### config.mk
export PLATFORM = sky130hd
export DESIGN_NAME = divider_sched_rr
export DESIGN_NICKNAME = d
export VERILOG_FILES = /design/src/rtl/divider_sched_pkg.sv /design/src/rtl/rr_arbiter.sv /design/src/rtl/divider_sched_rr.sv
export SDC_FILE = /design/constraint.sdc
export NUM_CORES = 1
export LEC_CHECK = 0
export ABC_AREA = 0
export BUFFER_PORTS_ARGS = -buffer_cell sky130_fd_sc_hd__buf_2
export CORE_MARGIN = 8
export CORE_UTILIZATION = 49
export DETAILED_ROUTE_END_ITERATION = 8
export PLACE_DENSITY_LB_ADDON = 0.12
export REMOVE_ABC_BUFFERS = 1
export SYNTH_ARGS = -nofsm -noshare
export SYNTH_HDL_FRONTEND = slang
export SYNTH_SLANG_ARGS = --single-unit
### constraint.sdc
create_clock -name clk -period 4.7 [get_ports clk]
set_clock_uncertainty 0.15 [all_clocks]
set_input_delay 0.94 -clock clk [delete_from_list [all_inputs] [get_ports clk]]
set_output_delay 0.94 -clock clk [all_outputs]
set_load 0.02 [all_outputs]
### src/rtl/divider_sched_pkg.sv
// Shared types and constants for the round-robin divider scheduler.
// Response fields are sized for up to 32-bit operands and 8 requesters.
package divider_sched_pkg;

  localparam int RSP_MAX_W = 32;
  localparam int RSP_ID_W  = 3;

  typedef enum logic [1:0] {
    IDLE    = 2'd0,
    ISSUE   = 2'd1,
    WAIT    = 2'd2,
    RESPOND = 2'd3
  } sched_state_t;

  localparam logic [RSP_MAX_W-1:0] DIV0_QUOTIENT = '1;

  typedef struct packed {
    logic [RSP_ID_W-1:0]  id;
    logic [RSP_MAX_W-1:0] quotient;
    logic [RSP_MAX_W-1:0] remainder;
    logic                 div_by_zero;
    logic                 timeout;
  } sched_rsp_t;

endpackage

### src/rtl/rr_arbiter.sv
// Combinational round-robin arbiter: grants the first requester at or after
// ptr, wrapping around, as a one-hot vector plus its index.
module rr_arbiter #(
  parameter int NUM_REQ = 4
) (
  input  logic [NUM_REQ-1:0]         req,
  input  logic [$clog2(NUM_REQ)-1:0] ptr,
  output logic [NUM_REQ-1:0]         grant,
  output logic [$clog2(NUM_REQ)-1:0] grant_idx,
  output logic                       any
);

  localparam int IDW = $clog2(NUM_REQ);

  // Offset i is scanned in order, so the first hit is the nearest one after ptr.
  always_comb begin
    grant     = '0;
    grant_idx = '0;
    any       = 1'b0;
    for (int i = 0; i < NUM_REQ; i++) begin
      for (int k = 0; k < NUM_REQ; k++) begin
        if (!any && req[k] && (k == (int'(ptr) + i) % NUM_REQ)) begin
          any       = 1'b1;
          grant[k]  = 1'b1;
          grant_idx = IDW'(k);
        end
      end
    end
  end

endmodule

### src/rtl/divider_sched_rr.sv
// Shares one start/done divider among NUM_REQ requesters with round-robin
// arbitration, divide-by-zero bypass and a WAIT-state watchdog.
module divider_sched_rr
  import divider_sched_pkg::*;
#(
  parameter int NUM_REQ = 4,
  parameter int WIDTH   = 16,
  parameter int TIMEOUT = 64
) (
  input  logic                       clk,
  input  logic                       rst,
  input  logic [NUM_REQ-1:0]         req_valid,
  output logic [NUM_REQ-1:0]         req_ready,
  input  logic [NUM_REQ*WIDTH-1:0]   req_dividend,
  input  logic [NUM_REQ*WIDTH-1:0]   req_divisor,
  output logic                       rsp_valid,
  input  logic                       rsp_ready,
  output logic [$clog2(NUM_REQ)-1:0] rsp_id,
  output logic [WIDTH-1:0]           rsp_quotient,
  output logic [WIDTH-1:0]           rsp_remainder,
  output logic                       rsp_div_by_zero,
  output logic                       rsp_timeout,
  output logic                       div_start,
  output logic [WIDTH-1:0]           div_dividend,
  output logic [WIDTH-1:0]           div_divisor,
  input  logic [WIDTH-1:0]           div_quotient,
  input  logic [WIDTH-1:0]           div_remainder,
  input  logic                       div_done,
  output logic                       busy
);

  localparam int IDW = $clog2(NUM_REQ);
  localparam int CW  = $clog2(TIMEOUT + 1);

  sched_state_t     state_q, state_d;
  logic [IDW-1:0]   ptr_q, ptr_d;
  logic [IDW-1:0]   id_q, id_d;
  logic [WIDTH-1:0] dividend_q, dividend_d;
  logic [WIDTH-1:0] divisor_q, divisor_d;
  logic [CW-1:0]    cnt_q, cnt_d;
  sched_rsp_t       rsp_q, rsp_d;

  logic [NUM_REQ-1:0] grant;
  logic [IDW-1:0]     grant_idx;
  logic               any_req;
  logic [WIDTH-1:0]   sel_dividend;
  logic [WIDTH-1:0]   sel_divisor;
  logic [IDW-1:0]     next_ptr;

  rr_arbiter #(
    .NUM_REQ(NUM_REQ)
  ) u_arb (
    .req      (req_valid),
    .ptr      (ptr_q),
    .grant    (grant),
    .grant_idx(grant_idx),
    .any      (any_req)
  );

  always_comb begin
    sel_dividend = '0;
    sel_divisor  = '0;
    for (int k = 0; k < NUM_REQ; k++) begin
      if (grant[k]) begin
        sel_dividend = req_dividend[k*WIDTH +: WIDTH];
        sel_divisor  = req_divisor[k*WIDTH +: WIDTH];
      end
    end
    next_ptr = (int'(grant_idx) == NUM_REQ - 1) ? '0 : grant_idx + 1'b1;
  end

  // A zero divisor is answered straight from IDLE and never reaches the divider.
  always_comb begin
    state_d    = state_q;
    ptr_d      = ptr_q;
    id_d       = id_q;
    dividend_d = dividend_q;
    divisor_d  = divisor_q;
    cnt_d      = cnt_q;
    rsp_d      = rsp_q;
    case (state_q)
      IDLE: begin
        if (any_req) begin
          ptr_d      = next_ptr;
          id_d       = grant_idx;
          dividend_d = sel_dividend;
          divisor_d  = sel_divisor;
          cnt_d      = '0;
          if (sel_divisor == '0) begin
            rsp_d.id          = RSP_ID_W'(grant_idx);
            rsp_d.quotient    = DIV0_QUOTIENT;
            rsp_d.remainder   = RSP_MAX_W'(sel_dividend);
            rsp_d.div_by_zero = 1'b1;
            rsp_d.timeout     = 1'b0;
            state_d           = RESPOND;
          end else begin
            state_d = ISSUE;
          end
        end
      end
      ISSUE: begin
        cnt_d   = '0;
        state_d = WAIT;
      end
      WAIT: begin
        if (div_done) begin
          rsp_d.id          = RSP_ID_W'(id_q);
          rsp_d.quotient    = RSP_MAX_W'(div_quotient);
          rsp_d.remainder   = RSP_MAX_W'(div_remainder);
          rsp_d.div_by_zero = 1'b0;
          rsp_d.timeout     = 1'b0;
          state_d           = RESPOND;
        end else if (cnt_q == CW'(TIMEOUT - 1)) begin
          rsp_d.id          = RSP_ID_W'(id_q);
          rsp_d.quotient    = '0;
          rsp_d.remainder   = '0;
          rsp_d.div_by_zero = 1'b0;
          rsp_d.timeout     = 1'b1;
          state_d           = RESPOND;
        end else begin
          cnt_d = cnt_q + 1'b1;
        end
      end
      RESPOND: begin
        if (rsp_ready) begin
          state_d = IDLE;
        end
      end
      default: state_d = IDLE;
    endcase
  end

  always_ff @(posedge clk) begin
    if (rst) begin
      state_q    <= IDLE;
      ptr_q      <= '0;
      id_q       <= '0;
      dividend_q <= '0;
      divisor_q  <= '0;
      cnt_q      <= '0;
      rsp_q      <= '0;
    end else begin
      state_q    <= state_d;
      ptr_q      <= ptr_d;
      id_q       <= id_d;
      dividend_q <= dividend_d;
      divisor_q  <= divisor_d;
      cnt_q      <= cnt_d;
      rsp_q      <= rsp_d;
    end
  end

  assign req_ready       = (state_q == IDLE && !rst) ? grant : '0;
  assign div_start       = (state_q == ISSUE);
  assign div_dividend    = dividend_q;
  assign div_divisor     = divisor_q;
  assign rsp_valid       = (state_q == RESPOND);
  assign rsp_id          = rsp_q.id[IDW-1:0];
  assign rsp_quotient    = rsp_q.quotient[WIDTH-1:0];
  assign rsp_remainder   = rsp_q.remainder[WIDTH-1:0];
  assign rsp_div_by_zero = rsp_q.div_by_zero;
  assign rsp_timeout     = rsp_q.timeout;
  assign busy            = (state_q != IDLE);

  // Upper bits of the generic response struct are unused at narrower widths.
  logic rsp_unused;
  assign rsp_unused = ^{rsp_q.id, rsp_q.quotient, rsp_q.remainder};

endmodule

==> flow_summary.ini, run 1 <==
[timing]
maxSlewHeadroom_pct = 26.51
tns_ns = 0
whs_ns = 0.3064
post-route-period-util_pct = 82.52
tightest_slew_ns = 1.100
setup_viol = 0
fin_crit_ns = 3.878
hold_viol = 0
rsz0062_at_grt = false
maxSlewViolCount = 0
fmax_ghz = 0.2578

[global_route]
grt_usage_pct = 24.90
grt_pass1_vias = 5086
antenna_found_initial = 0
grt_first_pass_wirelength_um = 25650
grt_max_degree = 80
grt-ovfl-total = 0

[critical_path]
cp_max_fo = 35
cpPeakStageDelay_ns = 0.58
worstPathArrival_ns = 3.99
crit_start = req_valid[2]
r2r_start = ptr_q[1]
cp_top_family = compound AO/OA/AOI/OAI gates
critPathKind = in2reg
end_kind = flip-flop
required_ns = 4.81
crit_path_start_kind = input pin
worst-path-buf-inv = 2
crit_path_cell_trace = buf_2 > a21oi_1 > o211a_1 > a22oi_1 > a31oi_1 > nor4_1 > and4b_1 > and3_1 > buf_4 > nor2_1 > o31ai_1
crit_slowest_cell = o211a_1

[clock_tree]
post-cts-setup-buffer-count = 0
cts_buffers = 9
cts-resized-gates = 0
clk_pin_slew_ns = 0.08
cts_max_path_buffers = 2
numClockSinks = 81
postCtsHoldBufs = 0
insertion_delay_ns = 0.35
cts_root_buf = clkbuf_8
cts_max_level = 3
cts_tree = done

[final_layout]
drive_above_1_share_pct = 40.45
syn2layout_area_growth_pct = 31.76
nNetsFinal = 918
design_area_um2 = 5813
antenna_cells = 0

[synthesis]
syn_area_per_cell_um2 = 8.371
synth_edf_count = 0
synth_commonest_cells = dfxtp_1, nor2_1, nor3_1
seq_area_frac_synth_pct = 36.76
ys_warn_count = 0
synth_seq_cells = 81
synth_area_leaders = dfxtp_1, a211oi_2, nor2_1
yosysTopAreaCell = dfxtp_1
async_flop_share_pct = 0
synth.most_common_cell = dfxtp_1
ys.flop_type = dfxtp_1
synthDistinctLibCells = 53
synthCells = 527
synthesis.area_um2 = 4412
synth_top_area_share_pct = 36.76

[drt]
drcViolationCount = 0
dr.pass1.iters = 7
vias = 4990
ant_nets = 0
routedWlPerCell_um = 18.84
vias_per_cell = 5.823
drt-total-wl_um = 16150
drt_iter0_drc = 374

[floorplanning]
start_util_pct = 50.59
fp.dieW_um = 110.9
dieHeight_um = 110.9
ios = 243
rows = 34
core_area_um2 = 8721
die_area_um2 = 12300

[power_and_ir_drop]
p_int_mw = 1.788
irDropWorstVdd_mv = 0.3533
power_mw = 3.331
power_density_nw_per_um2 = 573.0
p_sw_share_pct = 46.33
p_switching_mw = 1.543
leakagePower_nw = 2.699
power_frac_seq_pct = 30.7
pwr-share-comb_pct = 53.4
clkPwrFrac_pct = 16.0

[placed_design]
hpwl_um = 12260
place_area_um2 = 5608
portBuffers = 242
gp_congestion = 0.9968

[hold_path]
hp-start = div_divisor[2]
min_path_type = reg2reg

[run_status]
status = completed

[job]
drv_cap = 0
-- cell families after synthesis --
family | Yosys count | share of synthesized area (%)
AO/OA/AOI/OAI | 190 | 34.01
XOR/XNOR | 3 | 0.5957
adder cells (fa/ha/maj) | 6 | 1.702
buffers and inverters | 59 | 6.523
flip-flops | 81 | 36.76
multiplexers | 4 | 0.9076
AND/OR/NAND/NOR | 184 | 19.51
-- final timing paths --
kind / end / slack [ns] / cells past startpoint
worst min register to register: div_divisor[2] / 0.31 / 2
worst min-delay path: div_divisor[2] / 0.31 / 2
worst max register to register: rsp_id[0] / 1.16 / 10
worst max-delay path: rsp_id[0] / 0.82 / 11
-- tightest hold or removal path, stage by stage, from the launching register on --
cell and delay (ns):
dfxtp_1 0.32, nand2_1 0.05, a21oi_1 0.05
-- cell type report --
cell class	instances	area [um2]
timing repair buffer	251	1281
clock inverter	5	63.81
clock buffer	11	141.4
fill	799	2908
multi-input combinational	387	2517
tap	108	135.1
sequential	81	1622
inverter	14	52.55
-- registers in the layout (all words and copies together), names as in the netlist, 2 cells and up --
name / flops
cnt_q: 7
div_dividend: 16
div_divisor: 16
id_q: 2
ptr_q: 2
rsp_id: 2
rsp_quotient: 16
rsp_remainder: 16
state_q: 2
-- routing by layer --
metal / share of wire [%] / track usage, % / up-vias
met5: 0 / 0 / -
met4: 1.6 / 6.937 / 0
met3: 8.5 / 8.117 / 24
met2: 50 / 43.76 / 236
met1: 40 / 27.98 / 2336
li1: - / - / 2394
-- cell usage in the layout (no fill, tap or decap), types with 11 or more instances in the layout --
cell and count:
nor2_1 70, a211oi_2 28, o21ai_0 19, buf_2 241, a21boi_0 16, inv_1 13
nor3_1 42, a222oi_1 18, nand2_1 29, a211oi_1 26, a22oi_1 11, dfxtp_1 81
a21oi_1 35
-- metrics by stage --
step,worst slack (ns),util (%),std cells
floorplan,0.8323,-,482
global placement,0.6876,64.30,841
detailed placement,0.5600,64.30,841
CTS,0.9347,66.66,857
global route,0.6655,66.66,857
finish,0.8217,66.66,857
-- power groups by stage --
| stage | sequential (mW) | combinational (mW) | clock, mW |
|---|---|---|---|
| floorplan | 1.23 | 0.975 | 0 |
| global placement | 1.03 | 1.73 | 0 |
| global route | 1.05 | 1.95 | 0.571 |
| detailed placement | 1.04 | 1.77 | 0 |
| finish | 1.02 | 1.78 | 0.531 |
| CTS | 1.02 | 1.78 | 0.540 |
Note: power is estimated with default switching activity, not from simulation.
==> inputs of run 2 (changes only) <==
ABC_AREA = 1   (was 0)
CORE_UTILIZATION = 42   (was 49)
clock period = 3.4 ns   (was 4.7 ns; I/O delays follow)
==> flow_summary.ini, run 2 <==
[run_status]
status = completed

[clock_tree]
postCtsHoldBufs = 0
cts_max_level = 3
numClockSinks = 81
cts_root_buf = clkbuf_16
cts_tree = done
insertion_delay_ns = 0.33
cts_buffers = 9
cts_max_path_buffers = 2
clk_pin_slew_ns = 0.07

[power_and_ir_drop]
leakagePower_nw = 3.851
irDropWorstVdd_mv = 0.6340
power_density_nw_per_um2 = 1022
power_mw = 7.279

[final_layout]
multi_input_area_um2 = 2880
fillers = 1138
final-seq-area_um2 = 1629
nNetsFinal = 1238
drive_above_1_share_pct = 32.77
fin_util_pct = 62.64
syn2layout_area_growth_pct = 46.02
design_area_um2 = 7122
final_cell_mix = buf_2, nand2_1, nor2_1
antenna_cells = 0
final_common_cell = buf_2
final_cell_count_no_fill = 1211

[synthesis]
synth.most_common_cell = nand2_1
synthDistinctLibCells = 32
ys_warn_count = 0
async_flop_share_pct = 0
synth_seq_cells = 81
synth_top_area_share_pct = 33.25
synthCells = 797
syn_area_per_cell_um2 = 6.119
seq_area_frac_synth_pct = 33.25
yosysTopAreaCell = dfxtp_1
synth_edf_count = 0
synthesis.area_um2 = 4877
synth_commonest_cells = nand2_1, nor2_1, dfxtp_1
synth_area_leaders = dfxtp_1, nand2_1, nor2_1
ys.flop_type = dfxtp_1

[global_route]
grt_usage_pct = 21.66
grt-ovfl-total = 0
grt_pass1_vias = 5613
antenna_found_initial = 0
grt_max_degree = 53
grt_first_pass_wirelength_um = 26880

[floorplanning]
start_util_pct = 42.90
rows = 39
fp.dieW_um = 123.8
core_area_um2 = 11370
die_area_um2 = 15320
ios = 243
dieHeight_um = 123.8

[timing]
fin_crit_ns = 3.244
tns_ns = 0
post-route-period-util_pct = 95.42
hold_viol = 0
maxSlewViolCount = 0
fmax_ghz = 0.3082
fin_ws_ns = 0.1556
rsz0062_at_grt = true
whs_ns = 0.3126
setup_viol = 0
maxSlewHeadroom_pct = 60.48
tightest_slew_ns = 0.5928

[hold_path]
min_path_type = reg2reg
hp-start = rsp_quotient[10]

[critical_path]
critPathKind = in2out
crit_path_start_kind = input pin
crit_slowest_cell = nor2_4
end_kind = output port
r2r_start = ptr_q[1]
crit_path_cell_trace = buf_2 > nand3_2 > nand3_2 > nor2_4 > nand4_4 > nor2_4 > nand4_4 > nor2_4 > nand3_2 > nand2_2 > buf_12 > inv_1 > nor2_2 > buf_6
cpPeakStageDelay_ns = 0.19
worstPathArrival_ns = 2.41
worst-path-buf-inv = 4
crit_start = req_valid[1]
cp_max_fo = 7
cp_top_family = simple AND/OR/NAND/NOR gates
required_ns = 2.57

[job]
drv_cap = 0

[placed_design]
gp_congestion = 0.9104
placedCellCount = 1182
pre_cts_slack_ns = -0.1630
portBuffers = 242
place_area_um2 = 6484
hpwl_um = 13200

[drt]
ant_nets = 0
vias = 5948
drcViolationCount = 0
drt-total-wl_um = 18140
vias_per_cell = 4.912
dr.pass1.iters = 5
drt_iter0_drc = 413
routedWlPerCell_um = 14.98
## run 2: cell types whose count changed after synthesis, sizes merged, moves of 6 or more
cell,before,now
nor3,44,6
a211oi,54,4
buf,14,21
nor2,72,133
nand2b,6,0
o21ai,23,39
a21oi,36,49
nand3,4,51
inv,13,74
nand4,2,24
a222oi,18,0
nand2,29,241
## run 2: timing repair
| action | CTS | global route |
|---|---|---|
| gates cloned | 0 | 6 |
| pin swaps | 0 | 9 |
| endpoints found under the setup margin | 2 | 75 |
| setup buffers | 0 | 8 |
| endpoints found under the hold margin | 0 | 0 |
| gates resized for setup | 3 | 31 |
## run 2: cells by family after synthesis
| family | count (synthesis) | synth area share [%] |
|---|---|---|
| AND/OR/NAND/NOR | 463 | 39.89 |
| AO/OA/AOI/OAI | 123 | 14.37 |
| buffers and inverters | 123 | 10.75 |
| flip-flops | 81 | 33.25 |
| adder cells (fa/ha/maj) | 6 | 1.539 |
| multiplexers | 1 | 0.2052 |
## run 2: layer usage
metal / vias up / track usage (%) / wire length, um
li1: 3089 / - / -
met4: 0 / 3.837 / 104
met5: - / 0 / 0
met1: 2652 / 26.11 / 7663
met3: 9 / 6.528 / 1509
met2: 198 / 37.58 / 8858
## run 2: cell type report
cell class	count	share of cell area, %
multi-input cells	594	40.44
repair buffers	303	25.86
flip-flops and latches	81	22.87
inverters	75	3.953
clock buffers	10	3.215
well taps	143	2.512
clock inverters	5	1.142
## run 2: worst paths after layout
check	end	slack [ns]	cells after the start
worst min register to register	rsp_quotient[10]	0.31	2
worst max-delay path	req_ready[1]	0.16	14
worst min-delay path	rsp_quotient[10]	0.31	2
worst max register to register	rsp_remainder[11]	0.18	23
## run 2: worst reg2reg max path, cell delays in order (launching register included)
cell,delay [ns]
dfxtp_4,0.38
inv_1,0.08
nand3_2,0.08
nand3_2,0.10
nor2_4,0.16
nand4_4,0.11
nor2_4,0.18
nand4_4,0.11
nor2_4,0.19
buf_4,0.14
nand2_1,0.08
nand2_4,0.12
buf_12,0.13
nand2_1,0.06
and2_1,0.15
nand3_1,0.10
nor2_1,0.05
nand2_1,0.09
nor2_2,0.06
nand2_4,0.12
nand2_4,0.12
buf_6,0.19
a21oi_1,0.12
nor2_1,0.06
## run 2: report_power, final
part | total (mW) | switching, mW | internal [mW]
Sequential | 1.52 | 0.193 | 1.32
Clock | 1.02 | 0.385 | 0.640
Combinational | 4.74 | 2.88 | 1.86
